<file path="src/rtl/instr_fetch_ctrl.sv">
// ---------------------------------------------------------------------------
// instr_fetch_ctrl
//
// Purpose:
//   Fetch/decode/execute sequencer for a small 16-bit instruction set. It
//   requests an instruction word at the current PC, latches it into IR,
//   decodes it into register addresses and datapath controls, and steers
//   the PC update (hold / increment / branch / jump) during execute.
//   A HALT opcode parks the controller until Reset.
//
// Build option:
//   ILLEGAL_TRAP_EN - when defined, reserved opcodes 1101/1110 raise Illegal
//                     and halt. When undefined they execute as NOP.
//
// Ports:
//   Clk        in   system clock, rising edge
//   Reset      in   asynchronous active-high reset
//   PC_Addr    in   [5:0]  current program counter
//   Mem_Data   in   [15:0] instruction memory read data
//   Mem_Valid  in   Mem_Data valid (only looked at in FETCH)
//   Zero       in   function-unit zero flag (sampled during EXECUTE)
//   Negative   in   function-unit sign flag (sampled during EXECUTE)
//   Mem_Req    out  instruction read request (FETCH only)
//   Mem_Addr   out  [5:0]  instruction read address (= PC_Addr)
//   IR         out  [15:0] instruction register
//   PS         out  [1:0]  PC select: 00 hold, 01 inc, 10 branch, 11 jump
//   Extend     out  [5:0]  branch offset {IR[8:6], IR[2:0]}
//   DA/AA/BA   out  [2:0]  destination / A / B register addresses
//   FS         out  [3:0]  function select
//   RW/MW/MD   out  register write, memory write, memory-to-register
//   Halt       out  controller halted
//   Illegal    out  reserved opcode trapped
//
// States:
//   state   | meaning
//   --------+---------------------------------------------------------
//   FETCH   | Mem_Req high, wait for Mem_Valid, latch IR on exit
//   DECODE  | decode IR into DA/AA/BA/FS/RW/MW/MD and instruction kind
//   EXECUTE | one cycle: strobes active, PS driven from kind and flags
//   HALT    | everything frozen, Halt=1, exit only through Reset
// ---------------------------------------------------------------------------
module instr_fetch_ctrl (
    input  logic        Clk,
    input  logic        Reset,
    input  logic [5:0]  PC_Addr,
    input  logic [15:0] Mem_Data,
    input  logic        Mem_Valid,
    input  logic        Zero,
    input  logic        Negative,
    output logic        Mem_Req,
    output logic [5:0]  Mem_Addr,
    output logic [15:0] IR,
    output logic [1:0]  PS,
    output logic [5:0]  Extend,
    output logic [2:0]  DA,
    output logic [2:0]  AA,
    output logic [2:0]  BA,
    output logic [3:0]  FS,
    output logic        RW,
    output logic        MW,
    output logic        MD,
    output logic        Halt,
    output logic        Illegal
);

`ifdef ILLEGAL_TRAP_EN
    localparam logic TRAP_EN = 1'b1;
`else
    localparam logic TRAP_EN = 1'b0;
`endif

    typedef enum logic [1:0] {
        S_FETCH   = 2'd0,
        S_DECODE  = 2'd1,
        S_EXECUTE = 2'd2,
        S_HALT    = 2'd3
    } state_t;

    // Instruction class as far as PC steering and halting are concerned.
    typedef enum logic [2:0] {
        K_SEQ  = 3'd0,
        K_BRZ  = 3'd1,
        K_BRN  = 3'd2,
        K_JMP  = 3'd3,
        K_HALT = 3'd4,
        K_TRAP = 3'd5
    } kind_t;

    localparam logic [1:0] PS_HOLD = 2'b00;
    localparam logic [1:0] PS_INC  = 2'b01;
    localparam logic [1:0] PS_BR   = 2'b10;
    localparam logic [1:0] PS_JMP  = 2'b11;

    state_t     state;
    kind_t      kind_q;
    logic [3:0] opcode;
    kind_t      kind_d;
    logic       is_alu;
    logic       is_ld;
    logic       is_st;

    assign opcode = IR[15:12];

    always_comb begin
        kind_d = K_SEQ;
        unique case (opcode)
            4'b1010:          kind_d = K_BRZ;
            4'b1011:          kind_d = K_BRN;
            4'b1100:          kind_d = K_JMP;
            4'b1111:          kind_d = K_HALT;
            4'b1101, 4'b1110: kind_d = TRAP_EN ? K_TRAP : K_SEQ;
            default:          kind_d = K_SEQ;
        endcase
    end

    assign is_alu = (opcode != 4'b0000) && (opcode[3] == 1'b0);
    assign is_ld  = (opcode == 4'b1000);
    assign is_st  = (opcode == 4'b1001);

    always_ff @(posedge Clk or posedge Reset) begin
        if (Reset) begin
            state   <= S_FETCH;
            kind_q  <= K_SEQ;
            IR      <= '0;
            DA      <= '0;
            AA      <= '0;
            BA      <= '0;
            FS      <= '0;
            RW      <= 1'b0;
            MW      <= 1'b0;
            MD      <= 1'b0;
            Halt    <= 1'b0;
            Illegal <= 1'b0;
        end else begin
            unique case (state)
                S_FETCH: begin
                    if (Mem_Valid) begin
                        IR    <= Mem_Data;
                        state <= S_DECODE;
                    end
                end
                S_DECODE: begin
                    DA      <= IR[11:9];
                    AA      <= IR[8:6];
                    BA      <= IR[5:3];
                    FS      <= is_alu ? opcode : 4'b0000;
                    RW      <= is_alu | is_ld;
                    MW      <= is_st;
                    MD      <= is_ld;
                    kind_q  <= kind_d;
                    // Raised here so it is already visible during EXECUTE.
                    Illegal <= (kind_d == K_TRAP);
                    state   <= S_EXECUTE;
                end
                S_EXECUTE: begin
                    // Write strobes are single-cycle pulses.
                    RW <= 1'b0;
                    MW <= 1'b0;
                    MD <= 1'b0;
                    if (kind_q == K_HALT || kind_q == K_TRAP) begin
                        Halt  <= 1'b1;
                        state <= S_HALT;
                    end else begin
                        state <= S_FETCH;
                    end
                end
                S_HALT: begin
                    state <= S_HALT;
                end
            endcase
        end
    end

    // PC select depends on the flags as they stand in the EXECUTE cycle,
    // so it is decoded combinationally from the registered kind.
    always_comb begin
        PS = PS_HOLD;
        if (state == S_EXECUTE) begin
            case (kind_q)
                K_SEQ:   PS = PS_INC;
                K_BRZ:   PS = Zero ? PS_BR : PS_INC;
                K_BRN:   PS = Negative ? PS_BR : PS_INC;
                K_JMP:   PS = PS_JMP;
                K_HALT:  PS = PS_HOLD;
                K_TRAP:  PS = PS_HOLD;
                default: PS = PS_INC;
            endcase
        end
    end

    assign Mem_Req  = (state == S_FETCH);
    assign Mem_Addr = PC_Addr;
    assign Extend   = {IR[8:6], IR[2:0]};

endmodule

</file>
<file path="config.mk">
export PLATFORM = sky130hd
export DESIGN_NAME = instr_fetch_ctrl
export DESIGN_NICKNAME = d
export VERILOG_FILES = /design/src/rtl/instr_fetch_ctrl.sv
export SDC_FILE = /design/constraint.sdc
export NUM_CORES = 1
export LEC_CHECK = 0
export CAP_MARGIN = 30
export CORE_ASPECT_RATIO = 0.75
export CORE_MARGIN = 2
export CORE_UTILIZATION = 45
export DETAILED_ROUTE_END_ITERATION = 8
export GPL_TIMING_DRIVEN = 0
export PLACE_DENSITY = 0.95
export SYNTH_ARGS = -nofsm -noshare
export SYNTH_HDL_FRONTEND = slang
export SYNTH_SLANG_ARGS = --single-unit
</file>
<file path="constraint.sdc">
create_clock -name Clk -period 2.85 [get_ports Clk]
set_input_delay 0.855 -clock Clk [delete_from_list [all_inputs] [get_ports Clk]]
set_output_delay 0.855 -clock Clk [all_outputs]
set_load 0.01 [all_outputs]
</file>
* Word level (Yosys, flattened, before mapping) *
Cells that the tools add are included.

operators by class
  add/subtract/negate cells = 0
  $mul = 0
  divide/modulo/power cells = 0
  $lt $le $gt $ge = 0
  equality and inequality tests = 16
  shifts and indexed selects = 0
  multiplexer cells = 12
  bitwise operators = 2
  reduce and logical (&&, ||, !) cells = 8

operator list
  kind                                                  count
  equality test 4 bit (second input constant)           6
  case mux 2 bit (4 select lines)                       2
  case mux 3 bit (4 select lines)                       1
  two-way mux 2 bit                                     5
  equality test 3 bit (second input constant)           3
  equality test 3 x 2 -> 1 bit (second input constant)  2
  case mux 1 bit (2 select lines)                       3
  equality test 2 bit (second input constant)           2
  two-way mux 4 bit                                     1
  AND reduction 2 bit                                   2
  nonzero test 4 bit                                    1
  equality test 3 x 1 -> 1 bit (second input constant)  1
  equality test 2 x 1 -> 1 bit (second input constant)  1
  logical NOT 2 bit                                     1
  != test 2 bit (second input constant)                 1
  nonzero test 2 bit                                    1
  OR reduction 2 bit                                    1
  logical AND 1 bit                                     1
  logical OR 1 bit                                      1
  NOT 1 bit                                             1
  bitwise OR 1 bit                                      1

storage, ports and cells
  register bits after elaboration = 39
  bits in latches = 0
  RAM bits = 0
  ROM bits = 0
  memories = 0

* Depth between registers and ports, before layout *
Gate-level depths: netlist of run 1.

  word-level depth = 4
  mapped depth = 6

* Worst setup path after synthesis of run 1 *
Ideal clock, no wire load.

  kind = in2out
  from = input port Negative
  to = output port PS[1]
  arrival = 1.233 ns
  data required time = 1.995 ns
  setup slack = 0.762 ns
  stages on the path = 3
  path buffers = 0
  cell sequence = o21ai_0 -> nand2_1 -> and3_1

on the way
  cells in the longest elaborated chain, start to end = 3

ends and longest elaborated chain
  item                             line  text
  start, declared                  49    input logic Negative,
  two-way mux 2 bit                182   K_BRN: PS = Negative ? PS_BR : PS_INC;
  case mux 2 bit (4 select lines)  179   case (kind_q)
  two-way mux 2 bit                178   if (state == S_EXECUTE) begin
  end, declared                    53    output logic [1:0] PS,

No other way between the ends.

* Worst setup path after layout of run 1 *
Ends and elaborated chain as after synthesis.

==> flow_summary.ini, run 1 <==
[logic_synthesis]
yosysTopAreaCell = dfrtp_1
yosys.area.top_type_share = 0.550
ys_ff_latch = 39
netlist_instances = 141
synth.most_common_cell = dfrtp_1
syn_area_um2 = 1780
synth_cell_types = 28
synth_common_cells = 39 x dfrtp_1, 15 x mux2_2, 12 x buf_4, 12 x inv_1, 10 x mux2_4
synth_warnings = 0
synthTopCellsByArea = dfrtp_1 55%, mux2_2 9.5%, mux2_4 8.5%
synth_edf_count = 0
postSynth.asyncResetShare = 1.00
synth_area_per_cell_um2 = 12.6
seq_area_frac_synth = 0.550
synth_ff_type = dfrtp_1
syn_nets = 172

[clocking]
cts_buffers = 5
post_cts_buffers = 0
cts-root-buf = clkbuf_8
path_clk_slew_ps = 70
cts.htree.levels = 2
postCtsHoldBufs = 0
clk_path_buf_depth = 2
clk_latency_ps = 290
cts_tree = built
cts_num_sinks = 39

[detailed_routing]
drc = 0
routedWlPerCell_um = 13.7
ant_nets = 0
route.vias.total = 1286
drt_iter0_markers = 31
drt-total-wl_um = 3700
vias_per_cell = 4.76
drtPass1Iterations = 4

[die]
pin_count = 76
initial_core_util = 0.476
die_area_um2 = 4470
die_w_um = 76.5
rows = 19
coreArea_um2 = 3730
die_h_um = 58.4

[setup_path]
required_ps = 2000
cp_max_fo = 2
critPathLaunchType = input port
crit_path_cell_trace = clkdlybuf4s50_1, o21ai_0, nand2_1, and3_1, dlygate4sd2_1
slowest_stage = clkdlybuf4s50_1
crit_family = buffers and inverters
cp_num_buf_inv = 2
crit_type = in -> out
end_kind = output pin
arrival_ps = 1920
cp_slowest_stage_delay_ps = 420

[power]
p_sw_frac = 0.330
p_comb_frac = 0.511
clkPwrFrac = 0.154
p_switching_mw = 1.01
p_seq_frac = 0.335
finalPower_mw = 3.06
leakage_nw = 1.21
p_int_mw = 2.05
powerDensity_nw_per_um2 = 1160
ir_worst_vdd_mv = 0.729

[finish]
layout.nets = 248
fin_util = 0.709
final_layout_size_suffix_gt1_frac = 0.239
area_delta_synth_final_pct = 49.0
n_antenna_cell = 0
fin_area_um2 = 2650

[timing]
max_slew_margin = 0.483
tightestPinTransition_ps = 775
hold_viol_final = 0
fmax_mhz = 361
skew_ps = 6.02
slew_violations = 0
fin_tns_setup_ps = 0
rsz0062_at_grt = false
min_period_ps = 2770
period_share = 0.973
setup_viol = 0

[place]
gp_congestion = 0.804
dp_hpwl_um = 2750
place_area_um2 = 2530
io_buffers = 69

[outcome]
status = finished clean

[global_route]
grt_pass1_wl_um = 6060
gr-total-overflow = 0
antenna_found_initial = 0
track_usage = 0.177
grt_max_degree = 40
grt_pass1_vias = 1284

[flow_run]
cap_viol_max_count = 0

[worst_hold_path]
hold_class = reg -> reg
path summary, 6_finish.rpt:
kind | startpoint | endpoint | slack, ps | depth (start not counted)
setup reg to reg | state[0] | IR[5] | 1280 | 5
max in group asynchronous | Reset | IR[14] | 1340 | 2
setup / recovery | Negative | PS[1] | 80 | 5
hold reg to reg | Halt | Halt | 480 | 1
hold / removal | Halt | Halt | 480 | 1
min in group asynchronous | Reset | IR[2] | 1020 | 2
sequential cells by signal, summed over array words and instances, names as in the netlist:
signal   cells
kind_q       3
RW           1
state        2
DA           3
FS           4
Illegal      1
IR          16
MD           1
AA           3
BA           3
Halt         1
MW           1
timing repair:
| item | CTS | global route |
|---|---|---|
| setup endpoints to repair | 2 | 0 |
| hold endpoints to repair | 0 | 0 |
| resized for setup | 2 | 0 |
power by group through the flow:
stage	Combinational [mW]	Sequential, mW	Clock [mW]
after floorplan	0.745	1.10	0
after detailed placement	1.59	1.03	0
after CTS	1.59	1.02	0.477
after global routing	1.67	1.06	0.499
after global placement	1.54	1.01	0
final	1.56	1.02	0.471
cells in the final DEF (no fill, tap or decap), types with 4 or more instances in the layout:
master	synthesis	routed
mux2_4	10	10
o21ai_0	7	7
clkbuf_8	0	6
inv_1	12	11
nor2b_1	4	4
nand2_1	6	6
ha_1	4	4
mux2_2	15	15
buf_4	12	12
clkdlybuf4s50_1	0	67
dfrtp_1	39	39
cells by family (layout without fill, tap and decap cells):
logic type | Yosys count | in the layout | synth area share
AOI/OAI and AO/OA | 16 | 16 | 0.0528
DFF | 39 | 39 | 0.550
buffers and inverters | 29 | 106 | 0.0930
xor gates and xnor gates | 2 | 2 | 0.00987
adders and majority gates | 4 | 4 | 0.0282
and+or+nand+nor | 24 | 24 | 0.0754
muxes | 27 | 27 | 0.191
layer usage:
layer | track usage | part of all wire | routed length (um)
met3 | 0.0721 | 0.085 | 316
met5 | 0 | 0 | 0
met2 | 0.302 | 0.49 | 1810
met4 | 0.0623 | 0.0097 | 36
met1 | 0.206 | 0.42 | 1540
layout make-up:
cell class | instances | area (um2)
well taps | 52 | 65.1
inverters | 12 | 45.0
repair buffers | 69 | 688
clock inverters | 2 | 35.0
clock buffers | 6 | 82.6
multi-input cells | 73 | 634
plain buffers | 17 | 120
flip-flops and latches | 39 | 976
fillers | 294 | 1090
metrics by stage:
step                hold slack (ps)  cells  worst slack (ps)
finish                          477    270              77.1
detailed placement              464    262              -146
floorplan                       500    141               762
global placement                463    262              -145
CTS                             484    270              70.6
global route                    492    270              18.1
(Power assumes the default switching activity.)
==> run 2, diff against run 1 <==
--- a/config.mk
+++ b/config.mk
@@ -12,6 +12,7 @@
 export DETAILED_ROUTE_END_ITERATION = 8
 export GPL_TIMING_DRIVEN = 0
 export PLACE_DENSITY = 0.95
+export SETUP_SLACK_MARGIN = 0.15
 export SYNTH_ARGS = -nofsm -noshare
 export SYNTH_HDL_FRONTEND = slang
 export SYNTH_SLANG_ARGS = --single-unit
==> flow_summary.ini, run 2 (same netlist as run 1, synthesis figures left out) <==
[outcome]
status = finished clean

[die]
initial_core_util = 0.476
die_h_um = 58.4
pin_count = 76
rows = 19
die_w_um = 76.5
die_area_um2 = 4470
coreArea_um2 = 3730

[finish]
fin_area_um2 = 2650
final_cell_count_no_fill = 270
n_antenna_cell = 0
mostFrequentLayoutCells = 66 x clkdlybuf4s50_1, 39 x dfrtp_1, 15 x mux2_2
layout.nets = 248
reg_top3 = IR (16), FS (4)
fin_util = 0.709
area_delta_synth_final_pct = 49.1
largest_register_ffs = 16
final_common_cell = clkdlybuf4s50_1
fillers = 293
multi_input_area_um2 = 634
register_area_um2 = 976
top_register = IR
final_layout_size_suffix_gt1_frac = 0.248

[detailed_routing]
drtPass1Iterations = 4
ant_nets = 0
vias_per_cell = 4.76
routedWlPerCell_um = 13.7
drt_iter0_markers = 30
drc = 0
drt-total-wl_um = 3690
route.vias.total = 1285

[power]
ir_worst_vdd_mv = 0.729
powerDensity_nw_per_um2 = 1160
leakage_nw = 1.21

[clocking]
cts.htree.levels = 2
clk_latency_ps = 290
postCtsHoldBufs = 0
cts_buffers = 5
clk_path_buf_depth = 2
cts_tree = built
cts-root-buf = clkbuf_8
path_clk_slew_ps = 70
cts_num_sinks = 39

[place]
gp_congestion = 0.804
io_buffers = 69
dpl.cell_count = 262
dp_slack_ps = -146
place_area_um2 = 2530
dp_hpwl_um = 2750

[timing]
fmax_mhz = 377
skew_ps = 5.91
min_period_ps = 2650
hold_ws_ps = 477
worst_slack_ps = 199
tightestPinTransition_ps = 775
slew_violations = 0
hold_viol_final = 0
max_slew_margin = 0.483
setup_viol = 0
period_share = 0.930
rsz0062_at_grt = false

[flow_run]
cap_viol_max_count = 0

[worst_hold_path]
hold_class = reg -> reg

[global_route]
grt_max_degree = 40
track_usage = 0.177
antenna_found_initial = 0
grt_pass1_wl_um = 6060
gr-total-overflow = 0
grt_pass1_vias = 1284

[setup_path]
arrival_ps = 1800
crit_type = in -> out
required_ps = 2000
critPathLaunchType = input port
end_kind = output pin
cp_max_fo = 2
[run 2: cell count changes in the layout (fill, tap and decap cells not counted), sizes merged]
cell,change
clkdlybuf4s15,+1
dlymetal6s2s,+1
clkbuf,+1
clkdlybuf4s50,-1
dlygate4sd2,-2
[run 2: through the flow]
| stage | setup TNS (ps) | total power, mW |
|---|---|---|
| 3_3_place_gp | -240 | 2.55 |
| 4_1_cts | 0 | 3.10 |
| 3_5_place_dp | -264 | 2.61 |
| 2_1_floorplan | 0 | 1.84 |
| 6_report | 0 | 3.06 |
| 5_1_grt | 0 | 3.24 |
[run 2: area by class of cell]
| class | count | share of cell area |
|---|---|---|
| Buffer | 17 | 0.0454 |
| Clock buffer | 6 | 0.0312 |
| Clock inverter | 2 | 0.0132 |
| Inverter | 12 | 0.0170 |
| Multi-Input combinational cell | 73 | 0.240 |
| Sequential cell | 39 | 0.369 |
| Tap cell | 52 | 0.0246 |
| Timing Repair Buffer | 69 | 0.260 |
[run 2: report_power, final]
| part | switching [mW] | total [mW] | internal (mW) | leakage (nW) |
|---|---|---|---|---|
| logic | 0.611 | 1.57 | 0.956 | 0.671 |
| registers | 0.212 | 1.02 | 0.813 | 0.480 |
| clock network | 0.188 | 0.471 | 0.283 | 0.0612 |
| total | 1.01 | 3.06 | 2.05 | 1.21 |
[run 2: final timing paths]
check | slack (ps) | depth (start not counted) | start | end
hold reg to reg | 480 | 1 | Halt | Halt
setup / recovery | 200 | 4 | Negative | PS[0]
setup reg to reg | 1280 | 5 | state[0] | IR[5]
hold / removal | 480 | 1 | Halt | Halt
min in group asynchronous | 1020 | 2 | Reset | IR[2]
max in group asynchronous | 1340 | 2 | Reset | IR[14]
[run 2: worst max-delay path, stage by stage]
cell,delay [ps]
clkdlybuf4s50_1,490
nand4_1,100
o211a_1,140
clkdlybuf4s15_2,220
[run 2: routing by layer]
layer | wire length, um | track usage | vias to the layer above | part of all wire
met5 | 0 | 0 | - | 0
met4 | 36 | 0.0623 | 0 | 0.0098
met3 | 329 | 0.0721 | 5 | 0.089
met2 | 1800 | 0.302 | 55 | 0.49
met1 | 1530 | 0.206 | 611 | 0.41
li1 | - | - | 614 | -
[run 2: repair_timing]
item	4_1_cts	5_1_grt
pin swaps	0	0
buffers inserted	0	0
setup endpoints to repair	2	2
gates resized for setup	6	2
==> RTL edit 1, RTL diff (flow settings as in run 1) <==
Encoding of `kind_t`: now one-hot (6 bits for 6 values).
--- a/src/rtl/instr_fetch_ctrl.sv
+++ b/src/rtl/instr_fetch_ctrl.sv
@@ -77,13 +77,13 @@
     } state_t;
 
     // Instruction class as far as PC steering and halting are concerned.
-    typedef enum logic [2:0] {
-        K_SEQ  = 3'd0,
-        K_BRZ  = 3'd1,
-        K_BRN  = 3'd2,
-        K_JMP  = 3'd3,
-        K_HALT = 3'd4,
-        K_TRAP = 3'd5
+    typedef enum logic [5:0] {
+        K_SEQ  = 6'b000001,
+        K_BRZ  = 6'b000010,
+        K_BRN  = 6'b000100,
+        K_JMP  = 6'b001000,
+        K_HALT = 6'b010000,
+        K_TRAP = 6'b100000
     } kind_t;
 
     localparam logic [1:0] PS_HOLD = 2'b00;
Behaviour: same outputs for any inputs over 10 cycles, from zero or initial values and one cycle with Reset high; not proved beyond that.
==> RTL edit 1 against run 1 <==
Final cell count grew 6.7%. Routed wire length increased by 8.5%. Fmax down 1.3%. Total power shrank 0.39%. Clock power down 17%. Setup slack worse by 0.037 ns. Highest routed layer unchanged. Sequential cell count increased by 1. Synthesized area rose by 4.8%. Die area is 4.5% higher. Largest cell class unchanged. Final area up 2.6%.
==> RTL edit 1: results (changes against run 1) <==
placed insts: 281 (+7.3%)
CP peak stage delay: 0.38 ns (-0.04 ns)
largest delay contributor family on the critical path: simple AND/OR/NAND/NOR gates
metal2 WL: 1.959 mm (+8.4%)
reg-to-reg startpoint: state[1]
status: complete, no violations
Buffers on Ports: 68 (-1.4%)
number of global-route vias before repair: 1353 (+5.4%)
met3 wire len: 290 um (-8.2%)
Multi-input gate area: 710.7 um2 (+12%)
final net count: 264 (+6.5%)
filler instances: 321 (+9.2%)
P_leak: 1.165 nW (-3.7%)
Synth cell types: 36 (+29%)
Final Cycle Share: 98.60% (+1.3 points)
vias per cell: 4.774 (+0.24%)
syn_area_per_cell: 11.78 um2 (-6.5%)
Min Hold Slack: 0.4629 ns (-0.01450 ns)
largest net degree at the start of global routing: 41 (+2.5%)
Adder-Cell Fraction of Synth Area: 2.690% (-0.13 points)
post-route clock skew: 0.005424 ns (-0.0005995 ns)
Total Wirelength: 4.014 mm (+8.5%)
Worst setup endpoint: PS[0]
Worst EP arrival: 1.96 ns (+0.04 ns)
placed cell area: 0.002610 mm2 (+3.1%)
Compound-Gate Fraction of Synth Area: 6.456% (+1.2 points)
R2R Setup Slk: 0.99 ns (-0.29 ns)
GR Util met3: 6.495% (-0.71 points)
XOR/XNOR Fraction of Synth Area: 0.9415% (-0.045 points)
final std cells w/o fill: 288 (+6.7%)
part of the Yosys area used for sequential elements: 53.87% (-1.1 points)
met1 wire length: 1.751 mm (+14%)
dpl hpwl: 2.964 mm (+8.0%)
## RTL edit 1: cell count changes after synthesis, sizes merged, moves of 2 or more
cell / before / now
nand2b: 1 / 5
nor2: 2 / 6
o21ai: 7 / 10
clkbuf: 1 / 3
## RTL edit 1: final cells by class
class / instances / area share [%]
plain buffers: 18 / 4.378
clock buffers: 7 / 3.548
inverters: 12 / 1.659
multi-input cells: 88 / 26.18
flip-flops and latches: 40 / 36.91
well taps: 55 / 2.535
repair buffers: 68 / 24.79
## RTL edit 1: repair_timing
item                       in CTS  in global routing
setup endpoints to repair       2                  2
gates resized for setup        10                  5
pin swaps                       4                  4
## RTL edit 1: worst register-to-register path, cell delays in order, from the launching register on
cell and delay (ns):
dfrtp_1 0.44, inv_1 0.09, ha_1 0.24, nand2_1 0.27, buf_2 0.33, mux2_1 0.36
## RTL edit 1: report_power, final
group          total [W]  switching (W)  internal, W
Clock           0.000390       0.000175     0.000215
Sequential       0.00106       0.000223     0.000842
Combinational    0.00159       0.000678     0.000913
Total            0.00305        0.00108      0.00197
==> RTL edit 2, RTL diff (flow settings as in run 1) <==
Without the edit above. The option `ILLEGAL_TRAP_EN` is turned on by a define.
--- a/src/rtl/instr_fetch_ctrl.sv
+++ b/src/rtl/instr_fetch_ctrl.sv
@@ -39,6 +39,8 @@
 //   EXECUTE | one cycle: strobes active, PS driven from kind and flags
 //   HALT    | everything frozen, Halt=1, exit only through Reset
 // ---------------------------------------------------------------------------
+`define ILLEGAL_TRAP_EN
+
 module instr_fetch_ctrl (
     input  logic        Clk,
     input  logic        Reset,
Behaviour: not the same (a bounded check fails within 4 cycles, from zero or initial values and one cycle with Reset high).
==> RTL edit 2 against run 1 <==
Synthesized cell count increased by 2.8%. Global-route usage increased by 1.0 points. Final cell count increased by 1.5%. Count of clock-buffer cells in the layout increased by 2. Synthesized area increased by 1.4%. Combinational power increased by 5%. Sequential cell count unchanged. Final area increased by 0.33%. Routed wire length increased by 5.0%. Total power decreased by 0.42%. Setup slack got worse by 0.017 ns. Critical endpoint unchanged.
==> RTL edit 2: results (changes against run 1) <==
status: complete, no violations
CP peak stage delay: 0.43 ns
Buffers on Ports: 69 (unchanged)
final net count: 252 (+1.6%)
Cell Pwr Density: 1147 mW/mm2 (-0.75%)
slowest stage cell, crit path: clkdlybuf4s50_1
R2R Setup Slk: 1.24 ns (-0.04 ns)
VDD IR max: 0.0006905 V (-5.3%)
filler instances: 291 (-1.0%)
clock transition at the registers of the reported paths: 0.07 ns (about the same)
post-route clock skew: 0.005152 ns (-0.0008715 ns)
dpl hpwl: 2.807 mm (+2.2%)
GP Congestion: 0.7549 (-6.1%)
post-synthesis mux area share: 18.83% (-0.27 points)
Adder-Cell Fraction of Synth Area: 2.780% (-0.039 points)
first-pass GRT wire length: 6.506 mm (+7.4%)
syn_area_per_cell: 12.42 um2 (-1.4%)
Final Cycle Share: 97.90% (+0.61 points)
hold buffers post-CTS: 0 (unchanged)
XOR/XNOR Fraction of Synth Area: 0.9729% (-0.014 points)
Rel. slew slack: 46.62% (-1.6 points)
Synth cell types: 31 (+11%)
Synth top cells by count: 39 x dfrtp_1, 15 x mux2_2, 14 x inv_1
Compound-Gate Fraction of Synth Area: 6.324% (+1.0 points)
initial antenna violation count: 0 (unchanged)
Worst EP arrival: 1.94 ns (+0.02 ns)
Total Wirelength: 3.883 mm (+5.0%)
placed cell area: 0.002556 mm2 (+0.99%)
worst-path fanout max: 2 (unchanged)
clock root buffer: clkbuf_8
ratio of cells with drive above 1 in the final layout: 25.23% (+1.4 points)
total track usage: 18.70% (+1.0 points)
n_diodes: 0 (unchanged)
DRT iter0 DRCs: 50 (+61%)
P_leak: 1.210 nW (about the same)
Min Hold Slack: 0.4834 ns (+0.006050 ns)
routed vias: 1298 (+0.93%)
yosys warns: 0 (unchanged)
final std cells w/o fill: 274 (+1.5%)
synth top area cells: dfrtp_1 54%, mux2_2 9.4%, mux2_4 8.3%
Synth Net Count: 176 (+2.3%)
part of the Yosys area used for sequential elements: 54.20% (-0.76 points)
largest delay contributor family on the critical path: buffers and inverters
==> RTL edit 2: cell types whose count changed after synthesis, moves of 2 or more <==
cell and delta:
buf_2 +3, o22ai_1 +3, nand4_1 -2, nor2b_1 -3, inv_1 +2, nor2_1 +2
==> RTL edit 2: worst paths after layout <==
path / startpoint / to / cells after the start
max in group asynchronous: Reset / BA[2] / 2
min in group asynchronous: Reset / FS[3] / 2
min reg2reg: Halt / Halt / 1
min: Halt / Halt / 1
max: Zero / PS[1] / 5
max reg2reg: state[1] / BA[1] / 4
==> RTL edit 2: stage by stage <==
| stage | total power, W | setup WS [ns] | setup TNS [ns] |
|---|---|---|---|
| detailed placement | 0.002656 | -0.1484 | -0.2966 |
| CTS | 0.003070 | 0.03766 | 0 |
| floorplan | 0.001881 | 0.7622 | 0 |
| global route | 0.003243 | 0.02727 | 0 |
| finish | 0.003045 | 0.05976 | 0 |
| global placement | 0.002602 | -0.1357 | -0.2499 |
==> RTL edit 2: timing repair <==
action / 4_1_cts / 5_1_grt
gates resized for setup: 2 / 3
endpoints found under the setup margin: 2 / 1
pin swaps: 0 / 1
==> RTL edit 2: logic make-up (layout without fill, tap and decap cells) <==
family / count (synthesis) / count (layout)
AOI/OAI and AO/OA: 19 / 19
adders and majority gates: 4 / 4
buffers and inverters: 33 / 110
muxes: 27 / 27
xor gates and xnor gates: 2 / 2
and+or+nand+nor: 21 / 21
DFF: 39 / 39
==> RTL edit 2: cell type report <==
class	instances	share of cell area, %
flip-flops and latches	39	36.76
plain buffers	19	4.948
inverters	14	1.979
repair buffers	69	25.78
clock buffers	8	3.770
well taps	52	2.451
multi-input cells	73	24.32
==> RTL edit 2: metal layers <==
layer | up-vias | global-route usage, % | wire length (um)
li1 | 630 | - | -
met1 | 611 | 22.04 | 1650
met2 | 52 | 31.83 | 1843
met3 | 5 | 7.209 | 355
met4 | 0 | 6.888 | 34
met5 | - | 0 | 0
==> RTL edit 2: report_power, final <==
group	leakage, nW	internal (W)	switching (W)
clock network	0.0515	0.000221	0.000186
registers	0.477	0.000814	0.000185
logic	0.682	0.000980	0.000659
